`config.mk`:
```
export PLATFORM = sky130hd
export DESIGN_NAME = trap_sequencer
export DESIGN_NICKNAME = d
export VERILOG_FILES = /design/src/rtl/trap_sequencer.sv
export SDC_FILE = /design/constraint.sdc
export NUM_CORES = 1
export LEC_CHECK = 0
export CAP_MARGIN = 40
export CORE_AREA = 2 2 279 281
export DETAILED_ROUTE_END_ITERATION = 12
export DIE_AREA = 0 0 281 283
export GPL_TIMING_DRIVEN = 0
export PLACE_DENSITY = 0.43
export SLEW_MARGIN = 20
export SYNTH_ARGS = -nofsm -noshare
export SYNTH_HDL_FRONTEND = slang
export SYNTH_SLANG_ARGS = --single-unit
```
`constraint.sdc`:
```
create_clock -name clk -period 4.12 [get_ports clk]
set_clock_uncertainty 0.15 [all_clocks]
set_input_delay 0.618 -clock clk [delete_from_list [all_inputs] [get_ports clk]]
set_output_delay 0.618 -clock clk [all_outputs]
set_load 0.02 [all_outputs]
```
`src/rtl/trap_sequencer.sv`:
```
// Trap/xRET sequencer: accepts exceptions, interrupts and returns,
// drains the pipeline, strobes the CSR unit and redirects fetch.
module trap_sequencer #(
   parameter int REG_WIDTH = 64,
   parameter int DRAIN_MAX = 15
) (
   input  logic                 clk,
   input  logic                 reset,
   input  logic                 exc_valid,
   input  logic [62:0]          exc_code,
   input  logic [REG_WIDTH-1:0] exc_pc,
   input  logic [REG_WIDTH-1:0] commit_pc,
   input  logic [REG_WIDTH-1:0] mip_csr,
   input  logic [REG_WIDTH-1:0] mie_csr,
   input  logic                 mstatus_mie,
   input  logic [1:0]           mstatus_mpp,
   input  logic                 sstatus_spp,
   input  logic [REG_WIDTH-1:0] mtvec_csr,
   input  logic [REG_WIDTH-1:0] mepc_csr,
   input  logic [REG_WIDTH-1:0] sepc_csr,
   input  logic                 mret_valid,
   input  logic                 sret_valid,
   input  logic                 pipe_empty,
   output logic                 flush,
   output logic                 stall_fetch,
   output logic                 handle_interrupt,
   output logic                 handle_exception,
   output logic                 handle_mret,
   output logic                 handle_sret,
   output logic [REG_WIDTH-1:0] save_pc,
   output logic [1:0]           save_priv,
   output logic [62:0]          exception_code,
   output logic                 redirect_valid,
   output logic [REG_WIDTH-1:0] redirect_pc,
   output logic [1:0]           priv_out,
   output logic                 busy
);

   localparam int CW = $clog2(DRAIN_MAX + 1);

   typedef enum logic [1:0] {
      IDLE, DRAIN, COMMIT, REDIRECT
   } state_t;

   typedef enum logic [1:0] {
      K_EXC, K_IRQ, K_MRET, K_SRET
   } kind_t;

   state_t               state_q, state_d;
   kind_t                kind_q, kind_d;
   logic [CW-1:0]        cnt_q, cnt_d;
   logic [REG_WIDTH-1:0] pc_q;
   logic [1:0]           spriv_q;
   logic [62:0]          code_q;
   logic [1:0]           rpriv_q;
   logic [1:0]           priv_q;

   logic [REG_WIDTH-1:0] irq_all;
   logic                 irq_any;
   logic                 irq_take;
   logic [3:0]           irq_idx;
   logic                 accept;
   logic                 unused_irq;

   assign irq_all = mip_csr & mie_csr;
   assign unused_irq = ^{irq_all[REG_WIDTH-1:12], irq_all[10],
                         irq_all[8], irq_all[6], irq_all[4],
                         irq_all[2], irq_all[0]};

   // Fixed priority 11 > 3 > 7 > 9 > 1 > 5
   always_comb begin
      irq_any = 1'b1;
      irq_idx = 4'd0;
      if (irq_all[11])     irq_idx = 4'd11;
      else if (irq_all[3]) irq_idx = 4'd3;
      else if (irq_all[7]) irq_idx = 4'd7;
      else if (irq_all[9]) irq_idx = 4'd9;
      else if (irq_all[1]) irq_idx = 4'd1;
      else if (irq_all[5]) irq_idx = 4'd5;
      else                 irq_any = 1'b0;
   end

   assign irq_take = irq_any && ((priv_q != 2'b11) || mstatus_mie);

   always_comb begin
      accept = 1'b0;
      kind_d = kind_q;
      if (state_q == IDLE) begin
         if (exc_valid) begin
            accept = 1'b1;
            kind_d = K_EXC;
         end else if (irq_take) begin
            accept = 1'b1;
            kind_d = K_IRQ;
         end else if (mret_valid) begin
            accept = 1'b1;
            kind_d = K_MRET;
         end else if (sret_valid) begin
            accept = 1'b1;
            kind_d = K_SRET;
         end
      end
   end

   always_comb begin
      state_d = state_q;
      cnt_d   = cnt_q;
      case (state_q)
         IDLE: begin
            if (accept) begin
               state_d = DRAIN;
               cnt_d   = '0;
            end
         end
         DRAIN: begin
            cnt_d = cnt_q + CW'(1);
            if (pipe_empty || (cnt_q == CW'(DRAIN_MAX - 1)))
               state_d = COMMIT;
         end
         COMMIT:   state_d = REDIRECT;
         REDIRECT: state_d = IDLE;
         default:  state_d = IDLE;
      endcase
   end

   always_ff @(posedge clk or negedge reset) begin
      if (!reset) begin
         state_q <= IDLE;
         kind_q  <= K_EXC;
         cnt_q   <= '0;
         pc_q    <= '0;
         spriv_q <= 2'b00;
         code_q  <= '0;
         rpriv_q <= 2'b00;
         priv_q  <= 2'b11;
      end else begin
         state_q <= state_d;
         cnt_q   <= cnt_d;
         if (accept) begin
            kind_q  <= kind_d;
            spriv_q <= priv_q;
            case (kind_d)
               K_EXC: begin
                  pc_q   <= exc_pc;
                  code_q <= exc_code;
               end
               K_IRQ: begin
                  pc_q   <= commit_pc;
                  code_q <= {59'd0, irq_idx};
               end
               // MPP/SPP are rewritten on the strobe edge
               K_MRET:  rpriv_q <= mstatus_mpp;
               default: rpriv_q <= {1'b0, sstatus_spp};
            endcase
         end
         if (state_q == REDIRECT) begin
            if (kind_q == K_EXC || kind_q == K_IRQ)
               priv_q <= 2'b11;
            else
               priv_q <= rpriv_q;
         end
      end
   end

   logic [REG_WIDTH-1:0] base;
   logic [REG_WIDTH-1:0] vec;

   assign base = {mtvec_csr[REG_WIDTH-1:2], 2'b00};
   assign vec  = base + {{(REG_WIDTH-6){1'b0}}, code_q[3:0], 2'b00};

   always_comb begin
      flush            = 1'b0;
      handle_exception = 1'b0;
      handle_interrupt = 1'b0;
      handle_mret      = 1'b0;
      handle_sret      = 1'b0;
      redirect_valid   = 1'b0;
      redirect_pc      = '0;
      busy             = (state_q != IDLE);
      stall_fetch      = (state_q != IDLE);
      case (state_q)
         DRAIN: flush = (cnt_q == '0);
         COMMIT: begin
            handle_exception = (kind_q == K_EXC);
            handle_interrupt = (kind_q == K_IRQ);
            handle_mret      = (kind_q == K_MRET);
            handle_sret      = (kind_q == K_SRET);
         end
         REDIRECT: begin
            redirect_valid = 1'b1;
            case (kind_q)
               K_EXC:  redirect_pc = base;
               K_IRQ:  redirect_pc = (mtvec_csr[1:0] == 2'b01) ? vec : base;
               K_MRET: redirect_pc = mepc_csr;
               default: redirect_pc = sepc_csr;
            endcase
         end
         default: ;
      endcase
   end

   assign save_pc        = pc_q;
   assign save_priv      = spriv_q;
   assign exception_code = code_q;
   assign priv_out       = priv_q;

endmodule
```
## Yosys cells after proc, flatten, opt, wreduce, memory -nomap -nowiden

Index checks and enable logic that the tools add are counted.

- Register bits after elaboration: 141
- Input port bits: 521
- Word-level logic and storage cells: 81

- Add/sub/neg operators: 2
- Equality and inequality tests: 13
- Muxes and demuxes: 40
- Bitwise operators: 2
- Reduce and logical (&&, ||, !) cells: 16

Operators with widths:

| kind | number |
|---|---|
| 64-bit case mux with 3 select lines | 1 |
| 64-bit two-way mux | 2 |
| 64-bit case mux with 2 select lines | 1 |
| 63-bit case mux with 2 select lines | 1 |
| 64-bit by 6-bit adder with 64-bit output | 1 |
| 4-bit two-way mux | 5 |
| 1-bit two-way mux | 17 |
| 2-bit two-way mux | 8 |
| 12-bit AND | 1 |
| 2-bit equality test, second input constant | 5 |
| 2-bit by 1-bit equality test with 1-bit output, second input constant | 4 |
| 2-bit case mux with 4 select lines | 1 |
| 4-bit case mux with 2 select lines | 1 |
| 2-bit AND reduction | 4 |
| 2-bit zero test | 3 |
| 3-bit two-way mux | 2 |
| 2-bit inequality test, second input constant | 3 |
| 2-bit nonzero test | 3 |
| 4-bit by 1-bit adder with 4-bit output, second input constant | 1 |
| 4-bit equality test, second input constant | 1 |
| 4-bit zero test | 1 |
| 2-bit case mux with 2 select lines | 1 |
| 1-bit logical OR | 3 |
| 2-bit OR reduction | 1 |
| 2 further kinds | 2 |

## Longest topological paths before layout

- Depth in word-level cells: 15
- Mapped depth: 11

## Worst setup path before layout

Ideal clock, no wire load.

- Kind: input port to output port
- Start: input port mtvec_csr[2]
- End: output port redirect_pc[44]
- Data arrival time: 2.986 ns
- Required time: 3.352 ns
- Path slack: 0.366 ns
- Cell stages on the path: 8
- Path buffers: 1
- Cells stage by stage: ha_1 -> fa_1 -> a211oi_2 -> or3_1 -> buf_6 -> or4_4 -> o31a_1 -> a311oi_1

- Word-level cells in the longest chain between the ends: 4

Ends and longest elaborated chain:

| what | RTL line | RTL |
|---|---|---|
| from (decl) | 18 | `input logic [REG_WIDTH-1:0] mtvec_csr,` |
| 64-bit by 6-bit adder with 64-bit output | 169 | `assign vec = base + {{(REG_WIDTH-6){1'b0}}, code_q[3:0], 2'b00};` |
| 64-bit two-way mux | 193 | `K_IRQ: redirect_pc = (mtvec_csr[1:0] == 2'b01) ? vec : base;` |
| 64-bit case mux with 3 select lines | 191 | `case (kind_q)` |
| 64-bit two-way mux | 181 | `case (state_q)` |
| to (decl) | 34 | `output logic [REG_WIDTH-1:0] redirect_pc,` |

Every way passes these cells.

## Final worst setup path

- Start: register code_q[3] (netlist: exception_code[3])
- End: output port redirect_pc[62]

- Word-level cells in the longest chain between the ends: 4

Ends and longest elaborated chain:

| what | RTL line | RTL |
|---|---|---|
| from (decl) | 54 | `logic [62:0] code_q;` |
| from (signal assigned) | 145 | `code_q <= exc_code;` |
| from (signal assigned) | 149 | `code_q <= {59'd0, irq_idx};` |
| 64-bit by 6-bit adder with 64-bit output | 169 |  |
| 64-bit two-way mux | 193 |  |
| 64-bit case mux with 3 select lines | 191 |  |
| 64-bit two-way mux | 181 |  |

Every way passes these cells.

==> results.tsv <==
metric	value	unit
drtIter0Drc	572	
clock_latency	0.46	ns
synth_nets	1683	
fillers	8356	
synth_top_flop_cell	dfrtp_1	
yosysUniqueCellTypes	72	
ys_ff_latch	141	
die_h	283	um
max-clock-path-buffers	2	
wl	70800	um
avgRoutedWirePerCell	24.7	um
cts_tree	yes	
layout_commonest_cell	clkdlybuf4s50_1	
status	complete, no violations	
max_clock_freq	0.244	GHz
final_cell_mix	clkdlybuf4s50_1 (547), dfrtp_1 (133), a21oi_1 (117), nand2_1 (113), nor2_1 (102)	
holdPathStages	2	
first_global_vias	13500	
setup_viol	0	
synthArstFlopShare	100	%
path_class	reg -> out	
cp.arrival	3.32	ns
synth_edf_count	0	
ys_seq_area_share	36.3	%
routabilityCongestion	0.897	
layout.nets	2346	
wl_met2	34500	um
numPortBuffers	605	
grt_overflow_total	0	
ir_worst_vdd	0.000297	V
std_cell_rows	102	
critPathMaxFanout	8	
synth_area	9720	um2
firstDrtPassIters	6	
syn_inst	1149	
core_area	76700	um2
timing.rr.start	priv_out[0]	
cp.required	3.35	ns
start_util	12.7	%
reg2reg_depth	7	
postSynthAreaPerCell	8.46	um2
min-delay-start	save_pc[21]	
seqCellArea	3540	um2
drv_cap	0	
placed_cell_area	17300	um2
reg2reg_slack	0.95	ns
grt_first_pass_wirelength	98500	um
yosysWarningCount	0	
yosysTopAreaCellShare	35.8	%
finalWorstPathRequiredPeriod	4.09	ns
clock-sinks	141	
area_growth	89.7	%
htreeDepth	4	
dr_wl_met3	6500	um
ys_top_cells_by_area	dfrtp_1 (36%), a21oi_1 (6.1%), mux2_2 (5.9%)	
hold_slack	0.331	ns
grt_max_degree	79	
via_count	12500	
hold_path_class	reg -> reg	
worst_setup_path_end_kind	primary output	
tightest_slew	0.866	ns
slew_violations	0	
hold_violations	0	
start_kind	flip-flop	
cts_buffers	17	
hpwl	59000	um
fin_area	18400	um2
top_layer_used	met5	
die-area	79500	um2
antenna_found_initial	7	
met1Wirelength	27200	um
die_x	281	um
synth_area_leader_cell	dfrtp_1	
hold_path_end	save_pc[21]	
reg2reg_to	save_pc[18]	
relSlewSlack	42.3	%
rsz0062_at_grt	yes	
cts_root_buf	clkbuf_16	
drive_above_1_share	14.5	%
via_per_inst	4.37	
track_usage	17.2	%
period_share	99.3	%
multi_input_area	6040	um2
pin_count	724	
detail-route-antenna-nets	0	
clkTransAtPathRegs	0.07	ns
power_leakage	7.29	nW
p_per_area	644	nW/um2
drc_errors	0	
## flip-flops by register name (all words and copies together) (netlist names)
signal	cells
state_q	2
kind_q	2
save_priv	2
save_pc	64
cnt_q	4
rpriv_q	2
exception_code	63
priv_out	2
## kinds of logic after synthesis
kind of cell    count (synthesis)  share of synthesized area (%)
xor+xnor                        2                          0.180
simple gates                  385                           19.8
compound gates                419                           29.5
buf+inv                       123                           5.03
mux                            66                           7.45
flops                         141                           36.3
fa+ha+maj                      13                           1.75
## cells in the mapped netlist, drive strengths merged, types with 18 or more instances
library cell,n
nor2,103
o21ai,82
inv,22
mux2,51
nor3,21
a21oi,118
nand4,25
clkbuf,82
o221ai,56
and3,26
dfrtp,139
buf,18
nand3,25
a22o,59
nand2,114
a211oi,20
## where the power goes
group          switching (W)  internal [W]  total, W
clock network       0.000737      0.000932   0.00167
logic                0.00454       0.00317   0.00770
registers           0.000477       0.00203   0.00251
total                0.00575       0.00613    0.0119
## worst max-delay path, cell delays in order (launching register included)
cell and delay, ns:
dfrtp_2 0.49, ha_4 0.30, nor2_2 0.08, or3_1 0.38, buf_6 0.17, or4_4 0.59
and4bb_2 0.38, mux2_4 0.32, buf_6 0.13
## cell type report
cell class / instances / area share, %
Buffer: 95 / 2.42
Tap cell: 1040 / 7.05
Sequential cell: 141 / 19.2
Timing Repair Buffer: 649 / 34.8
Antenna cell: 2 / 0.0271
Clock inverter: 14 / 0.916
Inverter: 23 / 0.475
Clock buffer: 18 / 2.38
Multi-Input combinational cell: 885 / 32.8
## timing repair
| item | CTS | global route |
|---|---|---|
| setup endpoints to repair | 68 | 28 |
| gates resized for setup | 174 | 48 |
| setup buffers | 22 | 2 |
| hold endpoints to repair | 63 | 0 |
| pin swaps | 14 | 6 |
| hold buffers | 1 | 0 |
## metrics by stage
stage | worst slack [ns] | setup TNS (ns) | instances | utilization, % | power [W]
floorplan | 0.366 | 0 | 1149 | - | 0.00604
detailed placement | -1.38 | -48.68 | 2811 | 22.6 | 0.0102
global route | -0.0214 | -0.0214 | 2866 | 24.0 | 0.0127
global placement | -4.24 | -644.68 | 2794 | 22.3 | 0.0100
CTS | -0.101 | -0.192 | 2861 | 23.9 | 0.0120
finish | 0.0293 | 0 | 2867 | 24.1 | 0.0119
## how the worst max path moves through the flow
stage	cells past startpoint	from	to
after floorplan	8	mtvec_csr[2]	redirect_pc[44]
after global placement	1	reset	kind_q[1]
after detailed placement	10	mtvec_csr[2]	redirect_pc[50]
after CTS	8	exception_code[1]	redirect_pc[47]
after global routing	9	exception_code[0]	redirect_pc[62]
final	8	exception_code[3]	redirect_pc[62]
## layer usage
layer,up-vias,global-route usage [%]
met5,-,0
met4,8,6.54
met3,106,6.02
met2,626,30.4
met1,6086,18.7
li1,5714,-
No activity file was read; power rests on OpenSTA's default activity.
